--- src/rtl/vedic_mul_seq16.sv ---
// Sequential 16x16 unsigned multiplier: one combinational 8x8 vedic core is
// time-shared over the four byte partial products, accumulated in four cycles.
module vedic_mul_seq16 (
   input  logic        clk,
   input  logic        rst,
   input  logic        in_valid,
   output logic        in_ready,
   input  logic [15:0] a,
   input  logic [15:0] b,
   output logic        out_valid,
   input  logic        out_ready,
   output logic [31:0] p,
   output logic        busy
);

   typedef enum logic [1:0] {
      IDLE = 2'd0,
      CALC = 2'd1,
      DONE = 2'd2
   } state_t;

   state_t      state_q, state_d;
   logic [1:0]  step_q, step_d;
   logic [15:0] a_q, a_d;
   logic [15:0] b_q, b_d;
   logic [31:0] acc_q, acc_d;
   logic        in_ready_q, in_ready_d;
   logic        out_valid_q, out_valid_d;
   logic        busy_q, busy_d;

   logic [7:0]  op_x_s, op_y_s;
   logic [15:0] pp_s;
   logic [31:0] pp_shift_s;

   function automatic logic [3:0] vedic2(input logic [1:0] x, input logic [1:0] y);
      logic c;
      c = x[1] & y[0] & x[0] & y[1];
      vedic2 = {x[1] & y[1] & c, (x[1] & y[1]) ^ c, (x[1] & y[0]) ^ (x[0] & y[1]), x[0] & y[0]};
   endfunction

   function automatic logic [7:0] vedic4(input logic [3:0] x, input logic [3:0] y);
      logic [3:0] q0, q1, q2, q3;
      q0 = vedic2(x[1:0], y[1:0]);
      q1 = vedic2(x[3:2], y[1:0]);
      q2 = vedic2(x[1:0], y[3:2]);
      q3 = vedic2(x[3:2], y[3:2]);
      vedic4 = {q3, q0} + {2'b00, q1, 2'b00} + {2'b00, q2, 2'b00};
   endfunction

   function automatic logic [15:0] vedic8(input logic [7:0] x, input logic [7:0] y);
      logic [7:0] q0, q1, q2, q3;
      q0 = vedic4(x[3:0], y[3:0]);
      q1 = vedic4(x[7:4], y[3:0]);
      q2 = vedic4(x[3:0], y[7:4]);
      q3 = vedic4(x[7:4], y[7:4]);
      vedic8 = {q3, q0} + {4'h0, q1, 4'h0} + {4'h0, q2, 4'h0};
   endfunction

   // Byte select and alignment of the partial product for the current step
   always_comb begin
      op_x_s = step_q[0] ? a_q[15:8] : a_q[7:0];
      op_y_s = step_q[1] ? b_q[15:8] : b_q[7:0];
      pp_s   = vedic8(op_x_s, op_y_s);
      case (step_q)
         2'd0:    pp_shift_s = {16'h0000, pp_s};
         2'd1:    pp_shift_s = {8'h00, pp_s, 8'h00};
         2'd2:    pp_shift_s = {8'h00, pp_s, 8'h00};
         2'd3:    pp_shift_s = {pp_s, 16'h0000};
         default: pp_shift_s = {16'h0000, pp_s};
      endcase
   end

   // Next-state and datapath update logic
   always_comb begin
      state_d = state_q;
      step_d  = step_q;
      a_d     = a_q;
      b_d     = b_q;
      acc_d   = acc_q;
      case (state_q)
         IDLE: begin
            if (in_valid) begin
               state_d = CALC;
               a_d     = a;
               b_d     = b;
               acc_d   = 32'h0000_0000;
               step_d  = 2'd0;
            end else begin
               state_d = IDLE;
            end
         end
         CALC: begin
            acc_d  = acc_q + pp_shift_s;
            step_d = step_q + 2'd1;
            if (step_q == 2'd3) begin
               state_d = DONE;
            end else begin
               state_d = CALC;
            end
         end
         DONE: begin
            if (out_ready) begin
               state_d = IDLE;
            end else begin
               state_d = DONE;
            end
         end
         default: begin
            state_d = IDLE;
         end
      endcase
      in_ready_d  = (state_d == IDLE);
      out_valid_d = (state_d == DONE);
      busy_d      = (state_d != IDLE);
   end

   // State, operand, accumulator and output flag registers
   always_ff @(posedge clk) begin
      if (rst) begin
         state_q     <= IDLE;
         step_q      <= 2'd0;
         a_q         <= 16'h0000;
         b_q         <= 16'h0000;
         acc_q       <= 32'h0000_0000;
         in_ready_q  <= 1'b1;
         out_valid_q <= 1'b0;
         busy_q      <= 1'b0;
      end else begin
         state_q     <= state_d;
         step_q      <= step_d;
         a_q         <= a_d;
         b_q         <= b_d;
         acc_q       <= acc_d;
         in_ready_q  <= in_ready_d;
         out_valid_q <= out_valid_d;
         busy_q      <= busy_d;
      end
   end

   assign in_ready  = in_ready_q;
   assign out_valid = out_valid_q;
   assign busy      = busy_q;
   assign p         = acc_q;

endmodule

--- config.mk ---
export PLATFORM = sky130hd
export DESIGN_NAME = vedic_mul_seq16
export DESIGN_NICKNAME = d
export VERILOG_FILES = /design/src/rtl/vedic_mul_seq16.sv
export SDC_FILE = /design/constraint.sdc
export NUM_CORES = 1
export LEC_CHECK = 0
export BUFFER_PORTS_ARGS = -buffer_cell sky130_fd_sc_hd__buf_4
export CAP_MARGIN = 0
export CORE_MARGIN = 3
export CORE_UTILIZATION = 60
export DETAILED_ROUTE_END_ITERATION = 7
export GPL_TIMING_DRIVEN = 0
export HOLD_SLACK_MARGIN = 0.15
export PLACE_DENSITY_LB_ADDON = 0.08
export SYNTH_ARGS = -nofsm -noshare
export SYNTH_HDL_FRONTEND = slang
export SYNTH_SLANG_ARGS = --single-unit
--- constraint.sdc ---
create_clock -name clk -period 16.6 [get_ports clk]
set_input_delay 2.49 -clock clk [delete_from_list [all_inputs] [get_ports clk]]
set_output_delay 2.49 -clock clk [all_outputs]
set_load 0.005 [all_outputs]
==> flow_metrics.py, run 1 <==
metrics = {
    "logic_synthesis": {
        "synth_top_family_by_area": "adder cells",
        "syn-mean-instance-area_um2": 7.63,
        "syn_area_um2": 6780,
        "syn-num-nets": 1027,
        "synthFlopType": "dfxtp_1",
        "yosysWarnings": 0,
        "postSynthCellCount": 888,
        "synth_edf_count": 0,
        "synth_compound_area_share_pct": 18.3,
        "synth_xor_area_share_pct": 7.75,
        "synth-simple-area-share_pct": 21.8,
        "synth_seq_cells": 71,
        "synthAdderAreaFrac_pct": 22.3,
        "ys_types": 56,
        "ys_async_sr_fraction_pct": 0,
        "synthMuxAreaShare_pct": 3.34,
        "ys_seq_area_share_pct": 21.0,
    },
    "clock_network": {
        "postCtsResizedCells": 0,
        "htree_levels": 3,
        "clock_latency_ns": 0.35,
        "clk_pin_slew_worst_paths_ns": 0.06,
        "root_buffer": "clkbuf_16",
        "cts.sinks": 71,
        "clk_path_buf_depth": 2,
        "cts_tree": "yes",
        "hold_buffers": 0,
        "numCtsBuffers": 9,
        "post-cts-setup-buffer-count": 0,
    },
    "routing": {
        "drtIter0Drc": 487,
        "via_count": 6487,
        "wl_um": 18600,
        "via_per_inst": 5.82,
        "avgRoutedWirePerCell_um": 16.7,
        "drt_pass1_iterations": 8,
        "route.detailed.drc": 0,
        "ant_nets": 0,
    },
    "power_and_ir_drop": {
        "p_leak_nw": 3.71,
        "ir_drop_mv": 0.0854,
        "power_density_nw_per_um2": 58.8,
        "finalPower_mw": 0.457,
    },
    "critical_path": {
        "crit_buf_inv": 5,
        "start_kind": "flip-flop",
        "cp-end-kind": "flip-flop",
        "crit_type": "reg2reg",
        "critical_path.top_delay_family": "adder cells",
        "crit_path_top_delay_cell": "mux2i_1",
        "r2r_slack_ns": 7.63,
        "cpMostUsedCell": "a21oi_1",
        "cp.required_ns": 16.84,
        "cp.arrival_ns": 9.20,
        "cp_slowest_stage_delay_ns": 0.74,
        "cp_max_fo": 10,
    },
    "floorplan": {
        "die_h_um": 112,
        "die_w_um": 112,
        "io_pins": 71,
        "initial_core_util_pct": 62.0,
        "core_um2": 10900,
        "die_area_um2": 12600,
        "num_rows": 38,
    },
    "finish": {
        "fin_nets": 1108,
        "antenna_cells": 0,
        "drive_gt1_share_pct": 11.6,
        "syn_to_final_growth_pct": 14.6,
    },
    "global_routing": {
        "overflow": 0,
        "grt_max_degree": 15,
        "grt_pass1_vias": 6617,
        "track_usage_pct": 30.3,
        "grt_pass1_wl_um": 31400,
        "antenna_found_initial": 0,
    },
    "sta": {
        "min_period_ns": 8.97,
        "tns_ns": 0,
        "relSlewSlack_pct": 12.6,
        "finalClockSkew_ns": 0.00812,
        "rsz0062_at_grt": "false",
        "fin_crit_sh_pct": 54.0,
        "slew_violations": 0,
        "final_hold_viol_count": 0,
        "timing.fmax_mhz": 112,
        "setup_viol": 0,
        "tightest_slew_ns": 1.30,
    },
    "place": {
        "io_buffers": 70,
        "finalWeightedCongestion": 0.930,
        "dpl.hpwl_um": 15000,
    },
    "min_path": {
        "min-delay-path-class": "reg2reg",
    },
    "run_status": {
        "status": "finished, final reports clean",
    },
    "job": {
        "cap_violations": 0,
    },
}
[through the flow]
stage               instances  worst slack, ns  utilization (%)  hold WS [ns]  cell area, um2
floorplan                 888             9.17                -         0.436            6780
global placement         1098             8.06             68.4         0.442            7480
detailed placement       1098             7.83             68.4         0.449            7480
CTS                      1114             7.76             71.0         0.457            7770
global route             1114             7.04             71.0         0.481            7770
finish                   1114             7.63             71.0         0.457            7770
[final cells by class]
| cell class | count | area (um2) |
|---|---|---|
| tap | 140 | 175 |
| clock inverter | 6 | 50.0 |
| sequential | 71 | 1420 |
| fill | 914 | 3170 |
| inverter | 72 | 270 |
| multi-input combinational | 716 | 4980 |
| timing repair buffer | 70 | 526 |
| clock buffer | 10 | 239 |
| buffer | 29 | 109 |
[kinds of logic (layout without fill, tap and decap cells)]
kind of cell / count (synthesis) / in the layout
AOI/OAI and AO/OA: 203 / 203
xor gates and xnor gates: 60 / 60
adders and majority gates: 103 / 103
buffers and inverters: 101 / 187
DFF: 71 / 71
muxes: 22 / 22
and+or+nand+nor: 328 / 328
[registers in the layout (all words and copies together) (netlist names)]
signal,count
in_ready,1
a_q,16
out_valid,1
b_q,16
state_q,2
p,32
step_q,2
busy,1
[cell usage after synthesis (3+ instances only)]
library cell / n / share of area (%)
xnor2_1: 32 / 4.1
mux2i_1: 17 / 2.5
nor3_1: 7 / 0.52
buf_1: 5 / 0.28
or3_1: 5 / 0.46
o21a_1: 5 / 0.55
xor2_1: 28 / 3.6
nand2b_1: 12 / 1.1
nand4_1: 6 / 0.55
fa_1: 30 / 8.9
and2_1: 8 / 0.74
nor2_1: 100 / 5.5
o21ai_1: 4 / 0.30
a22o_1: 3 / 0.39
inv_1: 72 / 4.0
a32o_1: 3 / 0.44
a211oi_1: 5 / 0.55
o22ai_1: 8 / 0.74
and3_2: 3 / 0.33
or2_2: 13 / 1.2
a31oi_1: 6 / 0.55
and3_1: 7 / 0.65
a21oi_1: 87 / 6.4
dfxtp_1: 71 / 21
nand2_1: 125 / 6.9
ha_1: 73 / 13
nand3_1: 24 / 1.8
nor2b_1: 11 / 1.0
clkbuf_1: 24 / 1.3
mux2_2: 5 / 0.83
o21ai_0: 30 / 2.2
a21o_1: 28 / 3.1
[worst paths after layout]
path                          startpoint                  end  cells after the start
setup / recovery  step_q[0]$_SDFFE_PP0P_   p[30]$_SDFFE_PP0P_                     31
setup reg to reg  step_q[0]$_SDFFE_PP0P_   p[30]$_SDFFE_PP0P_                     31
hold / removal       b_q[9]$_SDFFE_PP0P_  b_q[9]$_SDFFE_PP0P_                      2
hold reg to reg      b_q[9]$_SDFFE_PP0P_  b_q[9]$_SDFFE_PP0P_                      2
[placed cells by master, fill, tap and decap left out, drive strengths merged, types with 10 or more instances in the layout]
cell,count
nor2,100
a21o,29
inv,75
o21ai,34
a21oi,89
dfxtp,71
fa,30
and3,10
clkbuf,34
ha,73
buf,75
xnor2,32
mux2i,17
xor2,28
nand2,125
nor2b,11
nand2b,12
nand3,24
or2,13
[layer usage]
metal	vias to the layer above	share of wire (%)	routed length, um	GRT usage (%)
met5	-	0	0	0
met4	0	3.3	606	12.0
met3	40	6.0	1110	4.26
met2	231	49	9200	53.5
met1	3034	41	7710	37.3
li1	3182	-	-	-
[report_power, final]
| group | switching [mW] | total [mW] | internal (mW) |
|---|---|---|---|
| registers | 0.00434 | 0.181 | 0.177 |
| clock network | 0.0818 | 0.189 | 0.107 |
| logic | 0.0556 | 0.0870 | 0.0314 |
| total | 0.142 | 0.457 | 0.315 |
[worst reg2reg max path: cells and delay by family, from the launching register on]
kind | cells | cell delay, ns
adders and majority gates | 6 | 2.52
buffers and inverters | 5 | 0.97
muxes | 1 | 0.74
AOI/OAI and AO/OA | 10 | 2.31
DFF | 1 | 0.36
xor gates and xnor gates | 2 | 0.47
and+or+nand+nor | 7 | 1.47
Power figures use the tool's default switching activity.
==> inputs of run 2 (changes only) <==
Clock period 16.6 ns to 9.1 ns, I/O delays scaled along.
==> run 2 against run 1 <==
Effect of this change:
- die area did not move
- largest power group unchanged
- power rose by 83%
- core utilization rose by 0.21 points
- maximum frequency rose by 5.4%
- clock skew barely moved
- critical endpoint unchanged
- clock-buffer cell count did not move
==> flow_metrics.py, run 2 (synthesis results as in run 1) <==
metrics = {
    "run_status": {
        "status": "finished, final reports clean",
    },
    "sta": {
        "tns_ns": 0,
        "min_period_ns": 8.51,
        "final_hold_viol_count": 0,
        "rsz0062_at_grt": "false",
        "finalClockSkew_ns": 0.00803,
        "tightest_slew_ns": 1.32,
        "relSlewSlack_pct": 11.4,
        "slew_violations": 0,
        "setup_viol": 0,
        "fin_hold_ws_ns": 0.457,
        "timing.fmax_mhz": 118,
        "fin_ws_ns": 0.592,
        "fin_crit_sh_pct": 93.5,
    },
    "global_routing": {
        "grt_pass1_vias": 6617,
        "use_met2_pct": 53.5,
        "grt_util_met3_pct": 4.26,
        "busiest_layer": "met2",
        "grt_pass1_wl_um": 31400,
        "antenna_found_initial": 0,
        "track_usage_pct": 30.3,
        "grt_max_degree": 15,
        "grt_util_met1_pct": 37.3,
        "overflow": 0,
    },
    "clock_network": {
        "cts.sinks": 71,
        "hold_buffers": 0,
        "clk_path_buf_depth": 2,
        "postCtsResizedCells": 0,
        "clk_pin_slew_worst_paths_ns": 0.06,
        "numCtsBuffers": 9,
        "cts_tree": "yes",
        "htree_levels": 3,
        "clock_latency_ns": 0.35,
        "post-cts-setup-buffer-count": 0,
        "root_buffer": "clkbuf_16",
    },
    "min_path": {
        "hold_start": "b_q[9]$_SDFFE_PP0P_",
        "min-delay-path-class": "reg2reg",
        "min_path_cells": 2,
    },
    "floorplan": {
        "io_pins": 71,
        "core_um2": 10900,
        "initial_core_util_pct": 62.0,
        "die_h_um": 112,
        "die_area_um2": 12600,
        "die_w_um": 112,
        "num_rows": 38,
    },
    "routing": {
        "avgRoutedWirePerCell_um": 16.8,
        "via_per_inst": 5.84,
        "route.detailed.drc": 0,
        "wl_um": 18700,
        "drt_pass1_iterations": 5,
        "ant_nets": 0,
        "via_count": 6505,
        "drtIter0Drc": 512,
    },
    "place": {
        "finalWeightedCongestion": 0.930,
        "pre_cts_ws_ns": 0.330,
        "dpl.hpwl_um": 15000,
        "dp.cells": 1098,
        "dpl_cell_area_um2": 7480,
        "io_buffers": 70,
    },
    "power_and_ir_drop": {
        "comb_power_share_pct": 19.1,
        "ir_drop_mv": 0.156,
        "p_switching_mw": 0.259,
        "p_leak_nw": 3.72,
        "power_density_nw_per_um2": 107,
        "internal-power_mw": 0.576,
        "seq_power_share_pct": 39.7,
        "pwr-share-clk_pct": 41.2,
        "swShare_pct": 31.0,
        "finalPower_mw": 0.835,
    },
    "critical_path": {
        "crit_type": "reg2reg",
        "cp_slowest_stage_delay_ns": 0.54,
        "cp.arrival_ns": 8.74,
        "cp_max_fo": 10,
        "rr_startpoint": "step_q[0]$_SDFFE_PP0P_",
        "reg2reg_depth": 31,
        "cp-end-kind": "flip-flop",
        "crit_path_top_delay_cell": "fa_1",
        "crit_start": "step_q[0]$_SDFFE_PP0P_",
        "cp.required_ns": 9.33,
        "cpMostUsedCell": "a21oi_1",
        "critical_path.top_delay_family": "adder cells",
        "crit_buf_inv": 5,
        "start_kind": "flip-flop",
        "crit_cells": 31,
    },
    "finish": {
        "drive_gt1_share_pct": 12.1,
        "layout_commonest_cell": "nand2_1",
        "antenna_cells": 0,
        "fin_util_pct": 71.2,
        "finalNonFillerCells": 1114,
        "final_cell_mix": "nand2_1 (125), nor2_1 (100), a21oi_1 (87), ha_1 (73), inv_1 (72)",
        "final_cell_area_um2": 7790,
        "fin_nets": 1108,
        "largest_reg_flops": 32,
        "syn_to_final_growth_pct": 14.9,
    },
    "job": {
        "cap_violations": 0,
    },
}
[run 2: cell types whose count changed in the layout (fill, tap and decap cells not counted), sizes merged]
cell | previous run | this run
buf | 75 | 73
clkbuf | 34 | 36
[run 2: metal layers]
metal	vias up	routed length, um
met5	-	0
met4	0	641
li1	3183	-
met3	43	1140
met1	3042	7710
met2	237	9220
[run 2: cell type report]
class | instances | area (um2)
inverter | 72 | 270
clock inverter | 6 | 50.0
tap | 140 | 175
fill | 907 | 3140
clock buffer | 10 | 239
sequential | 71 | 1420
timing repair buffer | 70 | 526
buffer | 29 | 111
multi-input combinational | 716 | 5000
[run 2: worst min-delay path, cell delays in order (launching register included)]
cell     delay, ns
dfxtp_1       0.31
nand2_1       0.05
a21oi_1       0.05
[run 2: power by group through the flow]
stage / Sequential (mW) / Combinational [mW] / Clock, mW
after global placement: 0.337 / 0.150 / 0
after detailed placement: 0.337 / 0.155 / 0
after global routing: 0.332 / 0.176 / 0.361
after floorplan: 0.335 / 0.102 / 0
final: 0.331 / 0.160 / 0.344
after CTS: 0.331 / 0.157 / 0.346
[run 2: worst paths after layout]
| kind | end | slack, ns |
|---|---|---|
| hold / removal | b_q[9]$_SDFFE_PP0P_ | 0.46 |
| setup / recovery | p[30]$_SDFFE_PP0P_ | 0.59 |
| hold reg to reg | b_q[9]$_SDFFE_PP0P_ | 0.46 |
| setup reg to reg | p[30]$_SDFFE_PP0P_ | 0.59 |
